`src/rtl/mod100_pkg.sv`:
```
// Shared encodings for the mod-100 countdown timer: FSM states, active-low
// seven-segment patterns, anode patterns and a BCD clamp helper.
package mod100_pkg;

    // Timer state encoding. The ST_ prefix keeps these literals from
    // colliding with the DONE output port of the top level.
    typedef enum logic [1:0] {
        ST_IDLE  = 2'd0,
        ST_RUN   = 2'd1,
        ST_PAUSE = 2'd2,
        ST_DONE  = 2'd3
    } state_t;

    // Active-low cathode patterns, CA[0]=a .. CA[6]=g, CA[7]=dp (dp kept off).
    localparam logic [7:0] SEG_0     = 8'hC0;
    localparam logic [7:0] SEG_1     = 8'hF9;
    localparam logic [7:0] SEG_2     = 8'hA4;
    localparam logic [7:0] SEG_3     = 8'hB0;
    localparam logic [7:0] SEG_4     = 8'h99;
    localparam logic [7:0] SEG_5     = 8'h92;
    localparam logic [7:0] SEG_6     = 8'h82;
    localparam logic [7:0] SEG_7     = 8'hF8;
    localparam logic [7:0] SEG_8     = 8'h80;
    localparam logic [7:0] SEG_9     = 8'h90;
    localparam logic [7:0] SEG_BLANK = 8'hFF;

    // Active-low anode patterns; only the two rightmost digits are used.
    localparam logic [7:0] AN_OFF    = 8'hFF;
    localparam logic [7:0] AN_DIGIT0 = 8'b1111_1110;
    localparam logic [7:0] AN_DIGIT1 = 8'b1111_1101;

    localparam logic [3:0] BCD_MAX   = 4'd9;

    // Switch nibbles above 9 are not valid BCD; saturate them to 9.
    function automatic logic [3:0] bcd_clamp(input logic [3:0] nib);
        return (nib > BCD_MAX) ? BCD_MAX : nib;
    endfunction

endpackage

```
`src/rtl/seg7_decode.sv`:
```
// Combinational BCD digit to active-low seven-segment cathode pattern.
// Non-BCD inputs blank the digit; the counter never produces them.
module seg7_decode
    import mod100_pkg::*;
(
    input  logic [3:0] bcd,
    output logic [7:0] seg
);

    // Digit lookup, blank for anything outside 0..9.
    always_comb begin
        seg = SEG_BLANK;
        case (bcd)
            4'd0:    seg = SEG_0;
            4'd1:    seg = SEG_1;
            4'd2:    seg = SEG_2;
            4'd3:    seg = SEG_3;
            4'd4:    seg = SEG_4;
            4'd5:    seg = SEG_5;
            4'd6:    seg = SEG_6;
            4'd7:    seg = SEG_7;
            4'd8:    seg = SEG_8;
            4'd9:    seg = SEG_9;
            default: seg = SEG_BLANK;
        endcase
    end

endmodule

```
`src/rtl/mod100_down_timer.sv`:
```
// Loadable two-digit BCD countdown timer (99..00) with run/pause, terminal
// count flag and a multiplexed two-digit seven-segment display. Everything
// runs from CLK; the count tick and the display scan are enables, not clocks.
//
// state    | meaning
// ---------+----------------------------------------------
// ST_IDLE  | value loaded, not counting
// ST_RUN   | prescaler advancing, count decrements on tick
// ST_PAUSE | prescaler and count frozen
// ST_DONE  | count reached 00, only LOAD leaves
module mod100_down_timer
    import mod100_pkg::*;
#(
    parameter int TICK_DIV = 100_000_000,
    parameter int SCAN_DIV = 100_000
) (
    input  logic       CLK,
    input  logic       RST,
    input  logic [7:0] SW,
    input  logic       LOAD,
    input  logic       START,
    output logic       DONE,
    output logic [7:0] AN,
    output logic [7:0] CA
);

    localparam int TW = $clog2(TICK_DIV);
    localparam int SW_W = $clog2(SCAN_DIV);
    localparam logic [TW-1:0]   TICK_LAST = TW'(TICK_DIV - 1);
    localparam logic [SW_W-1:0] SCAN_LAST = SW_W'(SCAN_DIV - 1);

    state_t            state;
    state_t            state_nxt;
    logic [3:0]        tens;
    logic [3:0]        ones;
    logic [TW-1:0]     presc;
    logic              tick;
    logic              cnt_zero;
    logic              cnt_one;
    logic [SW_W-1:0]   scan_cnt;
    logic              scan_tc;
    logic              sel;
    logic [7:0]        seg_ones;
    logic [7:0]        seg_tens;

    assign cnt_zero = (tens == 4'd0) && (ones == 4'd0);
    assign cnt_one  = (tens == 4'd0) && (ones == 4'd1);

    // The tick is only ever raised while running, so PAUSE/DONE/IDLE never count.
    assign tick    = (state == ST_RUN) && (presc == TICK_LAST);
    assign scan_tc = (scan_cnt == SCAN_LAST);

    assign DONE = (state == ST_DONE);

    // State register.
    always_ff @(posedge CLK or posedge RST) begin
        if (RST) begin
            state <= ST_IDLE;
        end else begin
            state <= state_nxt;
        end
    end

    // Next-state logic; LOAD overrides START and any pending tick.
    always_comb begin
        state_nxt = state;
        if (LOAD) begin
            state_nxt = ST_IDLE;
        end else begin
            case (state)
                ST_IDLE: begin
                    if (START) begin
                        state_nxt = cnt_zero ? ST_DONE : ST_RUN;
                    end
                end
                ST_RUN: begin
                    // Reaching 00 takes priority over a simultaneous pause request.
                    if (tick && cnt_one) begin
                        state_nxt = ST_DONE;
                    end else if (START) begin
                        state_nxt = ST_PAUSE;
                    end
                end
                ST_PAUSE: begin
                    if (START) begin
                        state_nxt = ST_RUN;
                    end
                end
                ST_DONE: begin
                    state_nxt = ST_DONE;
                end
                default: begin
                    state_nxt = ST_IDLE;
                end
            endcase
        end
    end

    // Tick prescaler: advances in RUN, holds its phase through PAUSE.
    always_ff @(posedge CLK or posedge RST) begin
        if (RST) begin
            presc <= '0;
        end else if (LOAD) begin
            presc <= '0;
        end else if (state == ST_RUN) begin
            presc <= tick ? '0 : presc + TW'(1);
        end
    end

    // BCD count: clamped preload on LOAD, borrow-aware decrement on tick.
    always_ff @(posedge CLK or posedge RST) begin
        if (RST) begin
            tens <= 4'd0;
            ones <= 4'd0;
        end else if (LOAD) begin
            tens <= bcd_clamp(SW[7:4]);
            ones <= bcd_clamp(SW[3:0]);
        end else if (tick && !cnt_zero) begin
            if (ones != 4'd0) begin
                ones <= ones - 4'd1;
            end else begin
                ones <= BCD_MAX;
                tens <= tens - 4'd1;
            end
        end
    end

    seg7_decode u_seg_ones (
        .bcd (ones),
        .seg (seg_ones)
    );

    seg7_decode u_seg_tens (
        .bcd (tens),
        .seg (seg_tens)
    );

    // Free-running scan counter and digit select, unaffected by LOAD/START.
    always_ff @(posedge CLK or posedge RST) begin
        if (RST) begin
            scan_cnt <= '0;
            sel      <= 1'b0;
        end else if (scan_tc) begin
            scan_cnt <= '0;
            sel      <= ~sel;
        end else begin
            scan_cnt <= scan_cnt + SW_W'(1);
        end
    end

    // Display outputs registered once per scan slot from the current select.
    always_ff @(posedge CLK or posedge RST) begin
        if (RST) begin
            AN <= AN_OFF;
            CA <= SEG_BLANK;
        end else if (scan_tc) begin
            AN <= sel ? AN_DIGIT1 : AN_DIGIT0;
            CA <= sel ? seg_tens : seg_ones;
        end
    end

endmodule

```
`config.mk`:
```
export PLATFORM = sky130hd
export DESIGN_NAME = mod100_down_timer
export DESIGN_NICKNAME = d
export VERILOG_FILES = /design/src/rtl/mod100_pkg.sv /design/src/rtl/seg7_decode.sv /design/src/rtl/mod100_down_timer.sv
export SDC_FILE = /design/constraint.sdc
export NUM_CORES = 1
export LEC_CHECK = 0
export CAP_MARGIN = 15
export CORE_MARGIN = 3
export CORE_UTILIZATION = 55
export CTS_BUF_LIST = sky130_fd_sc_hd__clkbuf_16
export CTS_CLUSTER_DIAMETER = 50
export CTS_CLUSTER_SIZE = 24
export DETAILED_ROUTE_END_ITERATION = 12
export GPL_ROUTABILITY_DRIVEN = 1
export HOLD_SLACK_MARGIN = 0.15
export PLACE_DENSITY = 0.76
export SKIP_CTS_REPAIR_TIMING = 1
export SYNTH_ARGS = -nofsm -noshare
export SYNTH_HDL_FRONTEND = slang
export SYNTH_SLANG_ARGS = --single-unit
```
`constraint.sdc`:
```
create_clock -name CLK -period 4.6 [get_ports CLK]
set_input_delay 0.69 -clock CLK [delete_from_list [all_inputs] [get_ports CLK]]
set_output_delay 0.69 -clock CLK [all_outputs]
set_load 0.1 [all_outputs]
```
==> results.md <==
Power and ir drop:
- The internal power contribution is approximately 1.2 mW.
- The power per unit of standard cell area is 389 nW/um2.
- The leakage power is roughly 1.8 nW.
- Summed over all nets, the switching power comes to about 0.51 mW.
- The switching power as a share of total power is 30.3%.
- The share of power burned in the clock network is 43.3%.
- The sequential power share is 38.5%.
- VDD sags by at most around 0.0003 V.
- The portion of total power attributed to combinational logic is a little under a fifth.

Clock network:
- The number of buffers created by CTS is 9.
- The CTS tree is yes.
- After clock tree synthesis, the clock-pin slew on the worst setup and hold paths is about 60 ps.
- The clock drives 64 sinks.
- The H-tree was split into 3 levels.
- The root buffer selected by CTS is sky130_fd_sc_hd__clkbuf_16.
- The clock passes through at most 2 buffers.
- The clock reaches the later pin of the worst-skew pair after between 300 and 400 ps.

Worst setup path:
- The kind of cell adding the most delay to the critical path is buffers and inverters.
- The arrival time at the worst endpoint is just over 2000 ps.
- Across all register-to-register paths, the minimum setup slack is approximately 1900 ps.
- The number of buffers and inverters on the critical path is 1.
- Along the worst path, the maximum fanout reaches 6.
- The kind of capture point of the worst setup path is an output port.
- The slowest stage of the critical path belongs to the cell sky130_fd_sc_hd__clkdlybuf4s50_1.
- The critical path startpoint is state[0]$_DFFE_PP0P_.
- Walking the worst path, the cells encountered are and2_1 -> clkdlybuf4s50_1.
- The endpoint required time on the critical path is between 3000 and 4000 ps.
- In this run the critical register-to-register path is captured at tens[3]$_DFFE_PP0P_.
- The delay contributed by the slowest stage of the critical path is between 1000 and 1500 ps.
- The depth of the worst register-to-register path is 5.
- The startpoint type of the worst setup path is a flip-flop.
- The worst setup path endpoint is DONE.
- The critical register-to-register path startpoint is presc[8]$_DFFE_PP0P_.
- The worst setup path is of the reg2out kind.
- The critical path runs through a total of 2 cells.

Floorplan:
- The height of the die is 88.8 um.
- The floorplan has 29 rows.
- The die covers between 7000 and 8000 um2.
- The horizontal extent of the die is 88.8 um.
- Once the floorplan was initialized, standard cells occupied around 58% of the core.
- During I/O placement, the number of pins put on the boundary was 29.
- The floorplan step defined a core boundary enclosing around 6500 um2.

Layout:
- Measured on the finished design, the core utilization comes to about two thirds.
- The number of antenna cells inserted is 0.
- The finished layout holds ~520 standard cells, fillers aside.
- The fraction of layout cells with a size suffix above 1 is 8.28%.
- Relative to the synthesized area, the layout overhead comes to 15.1%.
- The layout net count is between 400 and 500.
- The fill cell instance count of the final layout is roughly 520.

Route:
- The number of vias after detailed routing is approximately 3,100.
- The per-cell via count in the routed design is around 6.
- The first detailed-routing pass took 4 iterations.
- The post-route DRC violation count is 0.
- The detail route stage leaves a number of antenna-violating nets equal to 0.
- After the first detailed-routing iteration, the DRC count stood at 126.
- In the final routed layout, each cell accounts on average for 15.8 um.
- The aggregate routed wire length is ~8300 um.

Outcome:
- The run finished with clean final reports.

Logic synthesis:
- The post-synthesis async set-or-reset flop share is 100%.
- The synthesized area per cell is 8.91 um2.
- For this run, the number of Yosys warnings is 0.
- The multiplexer share of the synthesized area is 2.76%.
- In this run, synthesis inferred 0 flip-flops with an integrated enable.
- After synthesis, the largest family of logic cells by area is simple AND/OR/NAND/NOR gates.
- The cell area after synthesis is 3770 um2.
- The synthesized netlist devotes just under 8% of its cell area to XOR and XNOR gates.
- Synthesis produced around 420 cells.
- The complex-gate fraction of the synthesized area is approximately 13%.
- The netlist uses 50 different library cells.
- The synthesized design devotes to its leading area cell type ~37% of total area.
- Summing the areas of all fa, ha and maj instances in the mapped netlist gives 4.32% of the synthesized area.
- The synthesized flop and latch total is 64.
- The simple-gate area share of the yosys netlist is roughly 24%.
- Of all cell types, the one taking the most synthesized area is sky130_fd_sc_hd__dfrtp_1.
- After synthesis, the cell types taking the most area are sky130_fd_sc_hd__dfrtp_1, sky130_fd_sc_hd__dfstp_2, sky130_fd_sc_hd__nor2_1.
- The fraction of the yosys area taken by sequential cells is a little over two fifths.
- For this run, the leading register cell type out of synthesis is sky130_fd_sc_hd__dfrtp_1.

STA:
- The number of failing hold endpoints at the final stage is 0.
- Derived from the worst setup path, the maximum achievable clock frequency is 0.367 GHz.
- The worst-case clock skew is around 8.5 ps.
- Setup violations remaining at the end of the flow were counted as 0.
- Of the available clock period, the critical path in the final layout requires 59.2%.
- In the final timing run, aggregate negative setup slack is 0 ps.
- Setup repair after global routing left no endpoint under its margin.
- Final hold analysis gives a worst-case slack of around 460 ps.
- The shortest period the worst path allows is 2720 ps.
- The max-slew violation count is 0.
- At the pin with the least slew margin, the transition time is around 970 ps.
- The worst path meets setup with about 1900 ps of slack.
- The relative slew slack is between 30% and 40%.

Place:
- The congestion estimate from routability-driven global placement came to around 0.86.
- The placement-stage worst setup slack is roughly 1600 ps.
- The HPWL after detailed placement is 5740 um.
- Buffers placed on the I/O ports in this run total 21.
- The number of placed instances, taps included, is between 500 and 600.

Global route:
- After global routing the overflow that remains totals 0.
- Entering global routing, the biggest net connects 36 pins.
- The global-route wire length before repair is roughly 14,000 um.
- Across every metal layer, demand over resource in global routing totals between 20% and 30%.
- The number of global-route vias before repair is 3,062.
- The number of antenna violations at the first check in global routing was 0.

Job:
- The tool flagged a number of max-cap violations equal to 0.

Worst hold path:
- The min-delay analysis places its worst path in the category reg2reg.
cell usage in the layout, fill, tap and decap left out, types with 3 or more instances in the layout:
master                            Yosys  routed
sky130_fd_sc_hd__a21oi_1             29      29
sky130_fd_sc_hd__a31oi_1              6       6
sky130_fd_sc_hd__and2_1               3       3
sky130_fd_sc_hd__and3_1               6       6
sky130_fd_sc_hd__and4_1               6       6
sky130_fd_sc_hd__buf_4                7       3
sky130_fd_sc_hd__clkbuf_16            0       9
sky130_fd_sc_hd__clkdlybuf4s50_1      0      21
sky130_fd_sc_hd__conb_1               1       7
sky130_fd_sc_hd__dfrtp_1             55      55
sky130_fd_sc_hd__dfstp_2              9       9
sky130_fd_sc_hd__ha_1                13      13
sky130_fd_sc_hd__inv_1               20      19
sky130_fd_sc_hd__mux2_2               3       3
sky130_fd_sc_hd__mux2i_1              7       7
sky130_fd_sc_hd__nand2_1             33      33
sky130_fd_sc_hd__nand2b_1             5       5
sky130_fd_sc_hd__nand3_1             18      18
sky130_fd_sc_hd__nand4_1             10      10
sky130_fd_sc_hd__nor2_1              60      60
sky130_fd_sc_hd__nor3_1              13      13
sky130_fd_sc_hd__nor4_1               8       8
sky130_fd_sc_hd__o211ai_1             8       8
sky130_fd_sc_hd__o21a_1               3       3
sky130_fd_sc_hd__o21ai_0             13      13
sky130_fd_sc_hd__o32ai_1              4       4
sky130_fd_sc_hd__or3_1                8       8
sky130_fd_sc_hd__or4_1                3       3
sky130_fd_sc_hd__xnor2_1             16      16
sky130_fd_sc_hd__xor2_1              18      18
synthesized netlist by cell type, drive strengths merged, types with 2 or more instances:
cell type and count:
a21oi 29, nor2 60, nor3 13, a311oi 2, xnor2 16, a211oi 2
o211ai 8, dfstp 9, or3 9, nor2b 2, o2111ai 2, and2 3
clkbuf 12, nand3 18, nor4 9, nand4 10, buf 10, inv 20
xor2 18, dfrtp 55, ha 13, o21a 3, nand2 34, mux2 3
and4 6, and3 6, nand2b 5, a31oi 6, or4 4, o21ai 14
mux2i 7, o32ai 4
power groups by stage:
stage / combinational (mW) / clock (mW) / sequential, mW
6_report: 0.306 / 0.731 / 0.650
4_1_cts: 0.307 / 0.739 / 0.648
3_5_place_dp: 0.301 / 0 / 0.657
2_1_floorplan: 0.273 / 0 / 0.622
3_3_place_gp: 0.296 / 0 / 0.655
5_1_grt: 0.353 / 0.767 / 0.656
flip-flops by register name, indices dropped and copies added, names as in the netlist:
register and cells:
scan_cnt 17, tens 4, AN 2, state 2, presc 27, CA 7, sel 1, ones 4
stage by stage:
stage | cell area [um2] | power [mW]
final | 4340 | 1.69
after global routing | 4340 | 1.77
after CTS | 4340 | 1.69
after detailed placement | 4020 | 0.958
after global placement | 4020 | 0.951
after floorplan | 3790 | 0.895
worst min-delay path: stages (launching register included):
cell                      delay, ps
sky130_fd_sc_hd__dfstp_2        360
sky130_fd_sc_hd__inv_1           40
sky130_fd_sc_hd__mux2i_1         50
worst min path at each step:
stage,startpoint,to,slack (ps),depth (start not counted)
3_5_place_dp,AN[1]$_DFFE_PP1N_,AN[1]$_DFFE_PP1N_,450,2
6_report,AN[1]$_DFFE_PP1N_,AN[1]$_DFFE_PP1N_,460,2
5_1_grt,AN[1]$_DFFE_PP1N_,AN[1]$_DFFE_PP1N_,500,2
2_1_floorplan,scan_cnt[0]$_DFF_PP0_,scan_cnt[0]$_DFF_PP0_,450,1
4_1_cts,AN[1]$_DFFE_PP1N_,AN[1]$_DFFE_PP1N_,460,2
3_3_place_gp,AN[1]$_DFFE_PP1N_,AN[1]$_DFFE_PP1N_,450,2
routing by layer:
| layer | share of wire (%) | GRT usage (%) | wire length [um] | vias up |
|---|---|---|---|---|
| met5 | 0 | 0 | 0 | - |
| met4 | 2.7 | 12.8 | 223 | 0 |
| met3 | 5.1 | 3.45 | 426 | 21 |
| met2 | 49 | 38.4 | 4100 | 100 |
| met1 | 43 | 28.6 | 3540 | 1503 |
| li1 | - | - | - | 1525 |
final cells by class:
| cell class | count | area [um2] | share of cell area (%) |
|---|---|---|---|
| multi-input cells | 322 | 2000 | 46.0 |
| well taps | 77 | 96.3 | 2.22 |
| inverters | 21 | 78.8 | 1.82 |
| clock inverters | 7 | 95.1 | 2.19 |
| clock buffers | 9 | 225 | 5.19 |
| flip-flops and latches | 64 | 1610 | 37.2 |
| repair buffers | 24 | 233 | 5.37 |
cells by family (layout without fill, tap and decap cells):
group,Yosys count,count (layout)
xor+xnor,34,34
fa+ha+maj,13,13
simple gates,182,182
other cells,1,7
buf+inv,43,61
flops,64,64
compound gates,76,76
mux,10,10
Power figures use the tool's default switching activity.
